===== src/rtl/hs_out_serializer.sv =====
// hs_out_serializer: buffers 16-lane activation vectors from hs_block and replays each as
// BEAT_LANES-wide beats on a ready/valid write bus with a feature-map address.
//
// Ports:
//   clk, rst (async, active-low), en (global enable), clear (sync frame restart)
//   frame_len   vectors per frame (0 = unbounded)
//   in_data / in_valid / in_ready   vector capture side (in_ready is advisory)
//   out_data / out_valid / out_ready / out_addr / out_last   beat write bus
//   frame_done  one-cycle pulse on the final beat of a frame
//   overflow    sticky flag, set when a vector arrives while the buffer is full
module hs_out_serializer #(
  parameter int unsigned OUT_SIZE   = 14,
  parameter int unsigned LANES      = 16,
  parameter int unsigned BEAT_LANES = 4,
  parameter int unsigned FIFO_DEPTH = 4,
  parameter int unsigned ADDR_WIDTH = 12
) (
  input  logic                             clk,
  input  logic                             rst,
  input  logic                             en,
  input  logic                             clear,
  input  logic [ADDR_WIDTH-1:0]            frame_len,
  input  logic [OUT_SIZE*LANES-1:0]        in_data,
  input  logic                             in_valid,
  output logic                             in_ready,
  output logic [OUT_SIZE*BEAT_LANES-1:0]   out_data,
  output logic                             out_valid,
  input  logic                             out_ready,
  output logic [ADDR_WIDTH-1:0]            out_addr,
  output logic                             out_last,
  output logic                             frame_done,
  output logic                             overflow
);

  localparam int unsigned VecW  = OUT_SIZE * LANES;
  localparam int unsigned BeatW = OUT_SIZE * BEAT_LANES;
  localparam int unsigned BEATS = LANES / BEAT_LANES;
  localparam int unsigned BcW   = (BEATS > 1) ? $clog2(BEATS) : 1;
  localparam int unsigned PtrW  = $clog2(FIFO_DEPTH);
  localparam int unsigned CntW  = $clog2(FIFO_DEPTH + 1);

  logic [VecW-1:0]       mem [FIFO_DEPTH];
  logic [CntW-1:0]       count_q;
  logic [PtrW-1:0]       wr_ptr_q, rd_ptr_q;
  logic [BcW-1:0]        beat_q;
  logic [ADDR_WIDTH-1:0] vec_cnt_q, addr_q;
  logic                  overflow_q;

  logic            full, last_beat, xfer, retire, push, drop, frame_end;
  logic [VecW-1:0] head;

  always_comb begin
    full      = (count_q == CntW'(FIFO_DEPTH));
    in_ready  = en & ~full;
    out_valid = (count_q != '0);
    last_beat = (beat_q == BcW'(BEATS - 1));
    out_last  = out_valid & last_beat;
    xfer      = en & out_valid & out_ready;
    retire    = xfer & last_beat;
    // Full is judged on the registered count only, so a same-cycle retire never rescues a push.
    push      = en & in_valid & ~full;
    drop      = en & in_valid & full;
    frame_end = (frame_len != '0) & (vec_cnt_q == frame_len - ADDR_WIDTH'(1));
    frame_done = retire & frame_end;
    head      = mem[rd_ptr_q];
    out_data  = out_valid ? head[int'(beat_q) * BeatW +: BeatW] : '0;
    out_addr  = addr_q;
    overflow  = overflow_q;
  end

  always_ff @(posedge clk or negedge rst) begin
    if (!rst) begin
      count_q    <= '0;
      wr_ptr_q   <= '0;
      rd_ptr_q   <= '0;
      beat_q     <= '0;
      vec_cnt_q  <= '0;
      addr_q     <= '0;
      overflow_q <= 1'b0;
    end else if (clear) begin
      count_q    <= '0;
      wr_ptr_q   <= '0;
      rd_ptr_q   <= '0;
      beat_q     <= '0;
      vec_cnt_q  <= '0;
      addr_q     <= '0;
      overflow_q <= 1'b0;
    end else begin
      if (push)   wr_ptr_q <= wr_ptr_q + PtrW'(1);
      if (retire) rd_ptr_q <= rd_ptr_q + PtrW'(1);
      if (push && !retire)      count_q <= count_q + CntW'(1);
      else if (retire && !push) count_q <= count_q - CntW'(1);
      if (drop) overflow_q <= 1'b1;
      if (xfer) begin
        beat_q <= last_beat ? '0 : beat_q + BcW'(1);
        if (frame_done) begin
          addr_q    <= '0;
          vec_cnt_q <= '0;
        end else begin
          addr_q <= addr_q + ADDR_WIDTH'(1);
          if (retire) vec_cnt_q <= vec_cnt_q + ADDR_WIDTH'(1);
        end
      end
    end
  end

  // Payload storage needs no reset; validity is tracked by count_q.
  always_ff @(posedge clk) begin
    if (push && !clear) mem[wr_ptr_q] <= in_data;
  end

endmodule


===== config.mk =====
export PLATFORM = sky130hd
export DESIGN_NAME = hs_out_serializer
export DESIGN_NICKNAME = d
export VERILOG_FILES = /design/src/rtl/hs_out_serializer.sv
export SDC_FILE = /design/constraint.sdc
export NUM_CORES = 1
export LEC_CHECK = 0
export ABC_CLOCK_PERIOD_IN_PS = 9700
export CAP_MARGIN = 20
export CORE_UTILIZATION = 53
export CTS_CLUSTER_DIAMETER = 100
export DETAILED_ROUTE_END_ITERATION = 16
export HOLD_SLACK_MARGIN = 0.12
export PLACE_DENSITY_LB_ADDON = 0.1
export SLEW_MARGIN = 20
export SYNTH_ARGS = -nofsm -noshare
export SYNTH_HDL_FRONTEND = slang
export SYNTH_SLANG_ARGS = --single-unit

===== constraint.sdc =====
create_clock -name clk -period 9.7 [get_ports clk]
set_clock_uncertainty 0.2 [all_clocks]
set_input_delay 1.94 -clock clk [delete_from_list [all_inputs] [get_ports clk]]
set_output_delay 1.94 -clock clk [all_outputs]
set_load 0.03 [all_outputs]

**After elaboration in Yosys (flattened, before gate mapping)**

Memory sizes are Yosys's and may differ from the RTL's.
Cells that the tools add are included.

- Add/subtract/negate cells: 8
- Multipliers: 1
- Equality and inequality tests: 3
- Shifts and indexed selects: 1
- Muxes and demuxes: 22
- Bitwise logic cells: 11
- Reductions and logical operators: 15

Operators with widths:

| kind | number |
|---|---|
| $shiftx 224x9->56 | 1 |
| $mux 12 | 7 |
| $mux 56 | 1 |
| $add 12x1->12 const B | 2 |
| $mux 2 | 7 |
| $eq 12x12->1 | 1 |
| $reduce_bool 12->1 | 1 |
| $sub 12x1->12 const B | 1 |
| $and 1x1->1 | 10 |
| $mux 3 | 3 |
| $reduce_bool 3->1 | 3 |
| $reduce_bool 2->1 | 4 |
| $add 2x1->2 const B | 3 |
| $mul 2x3->5 const B | 1 |
| $mux 1 | 4 |
| $add 3x1->3 const B | 1 |
| $eq 3x3->1 const B | 1 |
| $logic_and 1x1->1 | 3 |
| $logic_not 1->1 | 3 |
| $sub 3x1->3 const B | 1 |
| $eq 2x2->1 const B | 1 |
| $reduce_and 2->1 | 1 |
| $not 1->1 | 1 |

- Register bits: 34
- Memory bits (writable): 896
- Input port bits: 242
- Output and inout port bits: 73
- Word-level logic and storage cells: 69
- Memories: 1

Memory list:

| name | depth | bits a word | rd ports | clocked after memory_dff | wr ports | line | RTL |
|---|---|---|---|---|---|---|---|
| mem | 4 | 224 | 1 | 0 | 1 | 42 | `logic [VecW-1:0] mem [FIFO_DEPTH];` |

**Depth between registers and ports, before layout**

Gate-level depths: netlist (run 1).

- Depth in word-level cells: 8
- Mapped depth: 11
- Mapped depth without buffers: 9

**Least setup slack after synthesis (run 1)**

No wires, ideal clock.

- Kind: input to register
- Start: input port en
- End: memory mem[0][0] (netlist bit), enable pin
- Setup time: 0.613 ns
- Data arrival time: 7.486 ns
- Data required time: 8.887 ns
- Setup slack: 1.400 ns
- Stages: 3
- Buffers on the path: 0
- Path through: nand3b_1 -> nor2_1 -> and2_1

- Cells in the longest elaborated chain, start to end: 5

RTL lines:

| what | line | RTL |
|---|---|---|
| from (decl) | 20 | `input logic en,` |
| $and 1x1->1 (2 in a row) | 61 | `push = en & in_valid & ~full;` |
| $logic_and 1x1->1 | 109 | `if (push && !clear) mem[wr_ptr_q] <= in_data;` |
| $mux 1 | 109 |  |
| $mux 1 (not written as such) | 109 |  |
| to (decl) | 42 |  |

Every way passes these cells.

**Worst setup path in the final report (run 1)**

- Start: input port frame_len[0]
- End: output port frame_done

- Cells in the longest elaborated chain, start to end: 4
- Elaborated cells on any way between the ends: 5
- Classes of those cells: add/sub (1); eq/ne (1); bitwise (2); reduce/logical (1)

RTL lines:

| what | line | RTL |
|---|---|---|
| from (decl) | 22 | `input logic [ADDR_WIDTH-1:0] frame_len,` |
| $sub 12x1->12 | 63 | `frame_end = (frame_len != '0) & (vec_cnt_q == frame_len - ADDR_WIDTH'(1));` |
| $eq 12x12->1 | 63 |  |
| $and 1x1->1 * | 63 |  |
| $and 1x1->1 * | 64 | `frame_done = retire & frame_end;` |
| to (decl) | 31 | `output logic frame_done,` |

Every way passes the cells marked *; elsewhere a longest branch is shown, timed or not.

==> results of run 1 <==
[sequential cells by signal, indices dropped and copies added, names as in the netlist]
register	cells
mem	896
out_addr	12
vec_cnt_q	12
count_q	3
beat_q	2
rd_ptr_q	2
wr_ptr_q	2
overflow	1
[cells in the final DEF, fill, tap and decap left out, types with 14 or more instances in the layout]
cell	netlist	routed
clkbuf_16	0	96
edfxtp_1	896	896
and2_1	64	60
dfrtp_1	34	30
and3_1	17	17
nand3_1	15	15
buf_4	0	14
clkbuf_1	52	22
clkdlybuf4s50_1	0	314
clkinv_2	0	19
clkinv_1	0	17
xor2_1	15	15
mux4_2	280	280
nor2_1	37	37
[power groups by stage]
stage / combinational (mW) / clock, mW / sequential, mW
finish: 0.436 / 3.32 / 4.48
global placement: 0.432 / 0 / 4.56
CTS: 0.443 / 3.40 / 4.48
floorplan: 0.191 / 0 / 4.57
global route: 0.464 / 3.55 / 4.48
detailed placement: 0.441 / 0 / 4.57
[critical path: stages]
cell and delay (ps):
clkdlybuf4s50_1 550, inv_1 140, ha_1 320, or3b_2 500, or3_1 320, a31o_1 240, o21ai_2 120, o211ai_1 300
inv_1 130, clkdlybuf4s50_1 680
[metal layers]
layer	global-route usage (%)	part of all wire, %
met1	28.26	41
met2	33.81	50
met3	5.500	6.6
met4	6.575	2.5
met5	0	0.25
[cell families after synthesis]
kind of cell | Yosys count | synth area share, %
DFF | 930 | 76.79
muxes | 282 | 17.50
and+or+nand+nor | 193 | 3.095
buffers and inverters | 89 | 0.9415
AOI/OAI and AO/OA | 39 | 0.6716
xor gates and xnor gates | 26 | 0.6300
adders and majority gates | 10 | 0.3669
[cell type report]
| class | instances | area (um^2) | area share [%] |
|---|---|---|---|
| Sequential cell | 930 | 27770 | 64.32 |
| Multi-Input combinational cell | 550 | 8058 | 18.66 |
| Timing Repair Buffer | 334 | 3359 | 7.780 |
| Clock buffer | 118 | 2485 | 5.755 |
| Tap cell | 873 | 1092 | 2.530 |
| Clock inverter | 49 | 351.6 | 0.8143 |
| Inverter | 9 | 33.78 | 0.07824 |
| Antenna cell | 11 | 27.53 | 0.06375 |
[worst min-delay path by stage]
| stage | startpoint | end |
|---|---|---|
| 2_1_floorplan | vec_cnt_q[11] | vec_cnt_q[11] |
| 6_report | overflow | overflow |
| 5_1_grt | overflow | overflow |
| 3_5_place_dp | overflow | overflow |
| 3_3_place_gp | overflow | overflow |
| 4_1_cts | overflow | overflow |
==> out/metrics.csv, run 1 <==
stage,metric,value,unit
run_status,outcome,completed,
setup_path,reg2reg end,mem[2][94],
clock_tree,TritonCTS buffer count,92,
logic_synthesis,"Seq/Total Area, Yosys",76.79,%
timing,Final Cycle Share,76.21,%
setup_path,critical path startpoint category,primary input,
global_route,initial antenna violation count,24,
routing,drt pass-1 iters,5,
timing,Final Setup Violations,0,
clock_tree,TritonCTS clock tree,done,
setup_path,"setup slack, reg-to-reg",5950,ps
finish,"Core Util, Final",64.18,%
routing,vias per inst,5.856,
logic_synthesis,synth unique cells,45,
global_route,total grt overflow,0,
logic_synthesis,Cells after Synth,1569,
clock_tree,Clock H-tree levels,3,
finish,fillers,4481,
routing,drt drc,0,
logic_synthesis,number of flops mapped to enable cells by yosys,896,
routing,via count,16829,
placement,GP Congestion,0.8213,
timing,Slew headroom,26.23,%
pwr,Comb power frac,5.3,%
clock_tree,CTS Root Cell,clkbuf_16,
pwr,overall power,8.234,mW
placement,Post-DP Area,40310,um^2
global_route,total global routing track utilization,20.96,%
finish,layout cells sized above 1,22.31,%
logic_synthesis,"Net Count, Synth",1821,
logic_synthesis,Seq cells post-synth,930,
pwr,Seq pwr share,54.4,%
timing,final hold violations,0,
logic_synthesis,top post-synthesis cells by count,"edfxtp_1, mux4_2, and2_1",
global_route,vias in the first global route,17807,
timing,setup tns final,0,ps
global_route,first-pass GRT wire length,108.2,mm
floorplan,IO Count,315,
timing,Least-Margin Pin Slew,1106,ps
global_route,largest net degree at the start of global routing,120,
placement,placed cell count,2696,
floorplan,Die Ht,263.1,um
setup_path,crit path from,frame_len[0],
logic_synthesis,"FFs w/ async S/R, synth",3.656,%
timing,FMAX,135.3,MHz
setup_path,WP data arrival,5250,ps
flow_run,max_cap viols,0,
timing,Final min period,7392,ps
pwr,cell internal pwr,6.562,mW
setup_path,Crit Path Class,in2out,
placement,pre-CTS setup slack,2340,ps
logic_synthesis,"count leader, synth",edfxtp_1,
routing,number of DRC markers in iteration 0,1170,
timing,RSZ-0062 raised after global routing,false,
pwr,Max VDD drop,0.0001721,V
placement,port bufs,314,
logic_synthesis,Post-synth top flop,edfxtp_1,
floorplan,die width,263.1,um
timing,setup ws final,2308,ps
logic_synthesis,synthesized area,36140,um^2
timing,hold_ws,317.0,ps
pwr,switching share of total power,20.30,%
clock_tree,hold-fix buffers at CTS,0,
pwr,Power Dens Cells,190.7,nW/um^2
routing,drt total wl,71.44,mm
pwr,P_leak,13.35,nW
clock_tree,clock-pin slew on the worst setup and hold paths,60,ps
pwr,P_sw,1.672,mW
timing,"Slew Viols, Final",0,
clock_tree,worst skew pair latency,620,ps
floorplan,Initial Util,53.73,%
logic_synthesis,"Avg Cell Area, Syn",23.04,um^2
finish,NumNets Final,2169,
setup_path,R2R depth,6,
min_path,Hold WC Path Type,reg2reg,
min_path,hold depth,2,
clock_tree,Clock Path Buffers,3,
routing,Antenna Violating Nets Remaining,0,
finish,post-route cell area,43180,um^2
floorplan,CORE AREA,67280,um^2
finish,Non-Filler Instances,2874,
pwr,Clk network pwr share,40.3,%
setup_path,Worst R2R Start,count_q[0],
finish,Area Growth Syn to Fin,19.46,%
logic_synthesis,Synth area leader,edfxtp_1,
clock_tree,CTS resizes,0,
clock_tree,clock sink total,930,
floorplan,die area,69250,um^2
setup_path,peak fanout along the critical path,8,
setup_path,Worst setup EP type,primary output,
placement,Post-DP HPWL,39.83,mm
logic_synthesis,post-synth top area share,74.44,%
clock_tree,Post-CTS Setup Bufs,0,
routing,post-DR wirelength/cell,24.86,um
logic_synthesis,Yosys warning count,0,
floorplan,# rows,95,
setup_path,Worst Path Required,7560,ps
setup_path,Setup crit end,frame_done,
logic_synthesis,top post-synthesis cells by area,"edfxtp_1, mux4_2, dfrtp_1",
No activity file was read; power rests on OpenSTA's default activity.
==> run 2, diff against run 1 <==
--- a/config.mk
+++ b/config.mk
@@ -5,7 +5,7 @@
 export SDC_FILE = /design/constraint.sdc
 export NUM_CORES = 1
 export LEC_CHECK = 0
-export ABC_CLOCK_PERIOD_IN_PS = 9700
+export ABC_CLOCK_PERIOD_IN_PS = 7750
 export CAP_MARGIN = 20
 export CORE_UTILIZATION = 53
 export CTS_CLUSTER_DIAMETER = 100
==> constraint.sdc (replaced) <==
create_clock -name clk -period 7.75 [get_ports clk]
set_clock_uncertainty 0.2 [all_clocks]
set_input_delay 1.55 -clock clk [delete_from_list [all_inputs] [get_ports clk]]
set_output_delay 1.55 -clock clk [all_outputs]
set_load 0.03 [all_outputs]
==> run 2 against run 1 <==
Effect of this change:
- count of clock-buffer cells in the layout down 8
- sequential power increased by 25%
- combinational power is 25% higher
- sequential share of layout area shrank 0.40 points
- final cell count rose by 0.10%
- critical path depth stayed put
- via count grew 0.84%
- total power grew 28%
- core utilization rose by 0.40 points
- global-route usage grew 0.45 points
- largest cell class unchanged
==> out/metrics.csv, run 2 (synthesis results as in run 1) <==
stage,metric,value,unit,change
finish,Largest register FFs,896,,unchanged
clock_tree,TritonCTS clock tree,done,,unchanged
floorplan,die width,263.1,um,unchanged
pwr,Clk network pwr share,41.4,%,was 40.3%
setup_path,"critical path, cell by cell",clkdlybuf4s50_1 > inv_1 > ha_1 > or3b_2 > or3_1 > a31o_1 > o21ai_2 > o211ai_1 > inv_1 > clkdlybuf4s50_1,,unchanged
pwr,P_sw,2.116,mW,was 1.672 mW
placement,pre-CTS setup slack,1159,ps,was 2340 ps
setup_path,WP data arrival,4870,ps,was 5250 ps
timing,Final Cycle Share,85.36,%,
global_route,initial antenna violation count,13,,was 24
timing,Final Setup Violations,0,,unchanged
flow_run,max_cap viols,0,,unchanged
pwr,switching share of total power,20.14,%,was 20.30%
finish,post-route cell area,43450,um^2,was 43180 um^2
clock_tree,Post-CTS Setup Bufs,0,,unchanged
floorplan,Die Ht,263.1,um,unchanged
timing,Final min period,6616,ps,
timing,FMAX,151.2,MHz,
global_route,total grt overflow,0,,unchanged
finish,Area Growth Syn to Fin,20.21,%,was 19.46%
finish,"commonest non-fill, non-tap cell in the layout",edfxtp_1,,unchanged
routing,post-DR wirelength/cell,25.14,um,was 24.86 um
pwr,cell internal pwr,8.392,mW,was 6.562 mW
floorplan,CORE AREA,67280,um^2,unchanged
global_route,first-pass GRT wire length,110.8,mm,was 108.2 mm
routing,drt total wl,72.33,mm,was 71.44 mm
pwr,Power Dens Cells,241.8,nW/um^2,was 190.7 nW/um^2
placement,placed cell count,2703,,was 2696
finish,Non-Filler Instances,2877,,was 2874
pwr,P_leak,13.49,nW,was 13.35 nW
clock_tree,clock sink total,930,,unchanged
setup_path,Max stage delay on crit path,670,ps,was 680 ps
routing,drt drc,0,,unchanged
timing,setup tns final,0,ps,unchanged
floorplan,Initial Util,53.73,%,unchanged
min_path,Hold WC Path Type,reg2reg,,unchanged
clock_tree,worst skew pair latency,620,ps,about the same
placement,Post-DP Area,40450,um^2,was 40310 um^2
pwr,Seq pwr share,53.4,%,was 54.4%
global_route,largest net degree at the start of global routing,110,,was 120
setup_path,Worst setup EP type,primary output,,unchanged
timing,Slew headroom,31.59,%,was 26.23%
global_route,vias in the first global route,18258,,was 17807
floorplan,die area,69250,um^2,unchanged
finish,Top reg by flops,mem,,unchanged
timing,"Slew Viols, Final",0,,unchanged
setup_path,CP max stage cell,clkdlybuf4s50_1,,unchanged
placement,GP Congestion,0.8090,,was 0.8213
clock_tree,CTS resizes,0,,unchanged
clock_tree,clock-pin slew on the worst setup and hold paths,60,ps,about the same
timing,Least-Margin Pin Slew,1026,ps,was 1106 ps
finish,"Core Util, Final",64.58,%,was 64.18%
pwr,overall power,10.51,mW,was 8.234 mW
timing,setup ws final,1134,ps,was 2308 ps
finish,layout cells sized above 1,23.00,%,was 22.31%
setup_path,critical path startpoint category,primary input,,unchanged
floorplan,# rows,95,,unchanged
floorplan,IO Count,315,,unchanged
clock_tree,hold-fix buffers at CTS,0,,unchanged
routing,number of DRC markers in iteration 0,1292,,was 1170
placement,Post-DP HPWL,41.65,mm,was 39.83 mm
routing,vias per inst,5.899,,was 5.856
clock_tree,Clock Path Buffers,3,,unchanged
timing,final hold violations,0,,unchanged
timing,hold_ws,306.6,ps,was 317.0 ps
routing,via count,16971,,was 16829
pwr,Max VDD drop,0.0002233,V,was 0.0001721 V
clock_tree,CTS Root Cell,clkbuf_16,,unchanged
run_status,outcome,completed,,unchanged
routing,Antenna Violating Nets Remaining,0,,unchanged
setup_path,Crit Path Class,in2out,,unchanged
setup_path,peak fanout along the critical path,8,,unchanged
global_route,total global routing track utilization,21.41,%,was 20.96%
placement,port bufs,314,,unchanged
routing,drt pass-1 iters,7,,was 5
pwr,Comb power frac,5.2,%,was 5.3%
finish,fillers,4486,,was 4481
finish,NumNets Final,2178,,was 2169
clock_tree,Clock H-tree levels,3,,unchanged
finish,most frequent cells in the layout,"edfxtp_1, clkdlybuf4s50_1, mux4_2",,unchanged
setup_path,Worst Path Required,6000,ps,was 7560 ps
timing,RSZ-0062 raised after global routing,false,,unchanged
clock_tree,TritonCTS buffer count,94,,was 92
[run 2: changes by cell type in the layout (fill, tap and decap cells not counted), sizes merged]
| cell | before | now |
|---|---|---|
| clkbuf | 118 | 110 |
| buf | 20 | 27 |
| diode | 11 | 4 |
| bufinv | 3 | 8 |
| clkinv | 39 | 44 |
| inv | 10 | 12 |
| clkinvlp | 6 | 5 |
[run 2: worst paths after layout]
path / startpoint / endpoint / slack, ps / cells after the start
min: overflow / overflow / 310 / 2
min reg2reg: overflow / overflow / 310 / 2
min in group asynchronous: rst / out_addr[1] / 1140 / 2
max: frame_len[0] / frame_done / 1130 / 10
max in group asynchronous: rst / rd_ptr_q[0] / 5830 / 2
max reg2reg: count_q[0] / mem[0][13] / 4280 / 6
[run 2: worst max-delay path: cells and delay by family]
kind,cells,cell delay (ps)
and+or+nand+nor,2,820
buffers and inverters,4,1500
AOI/OAI and AO/OA,3,660
adders and majority gates,1,330
[run 2: power by group through the flow]
stage | combinational (mW) | sequential (mW) | clock [mW]
finish | 0.547 | 5.61 | 4.35
global route | 0.581 | 5.61 | 4.64
CTS | 0.556 | 5.61 | 4.45
detailed placement | 0.553 | 5.72 | 0
global placement | 0.542 | 5.71 | 0
floorplan | 0.239 | 5.71 | 0
[run 2: layout make-up]
type / instances / area, um^2 / share of cell area (%)
Clock inverter: 60 / 513.0 / 1.181
Tap cell: 873 / 1092 / 2.514
Inverter: 9 / 33.78 / 0.07775
Clock buffer: 110 / 2475 / 5.696
Timing Repair Buffer: 341 / 3496 / 8.046
Multi-Input combinational cell: 550 / 8058 / 18.55
Sequential cell: 930 / 27770 / 63.92
Antenna cell: 4 / 10.01 / 0.02304
[run 2: layer usage]
layer  vias up  wire length (um)  GRT usage, %
met5         -               127             0
met4        20              1307         5.943
met3       109              4052         4.667
met2       433             37170         35.96
met1      9030             29670         28.52
li1       7379                 -             -
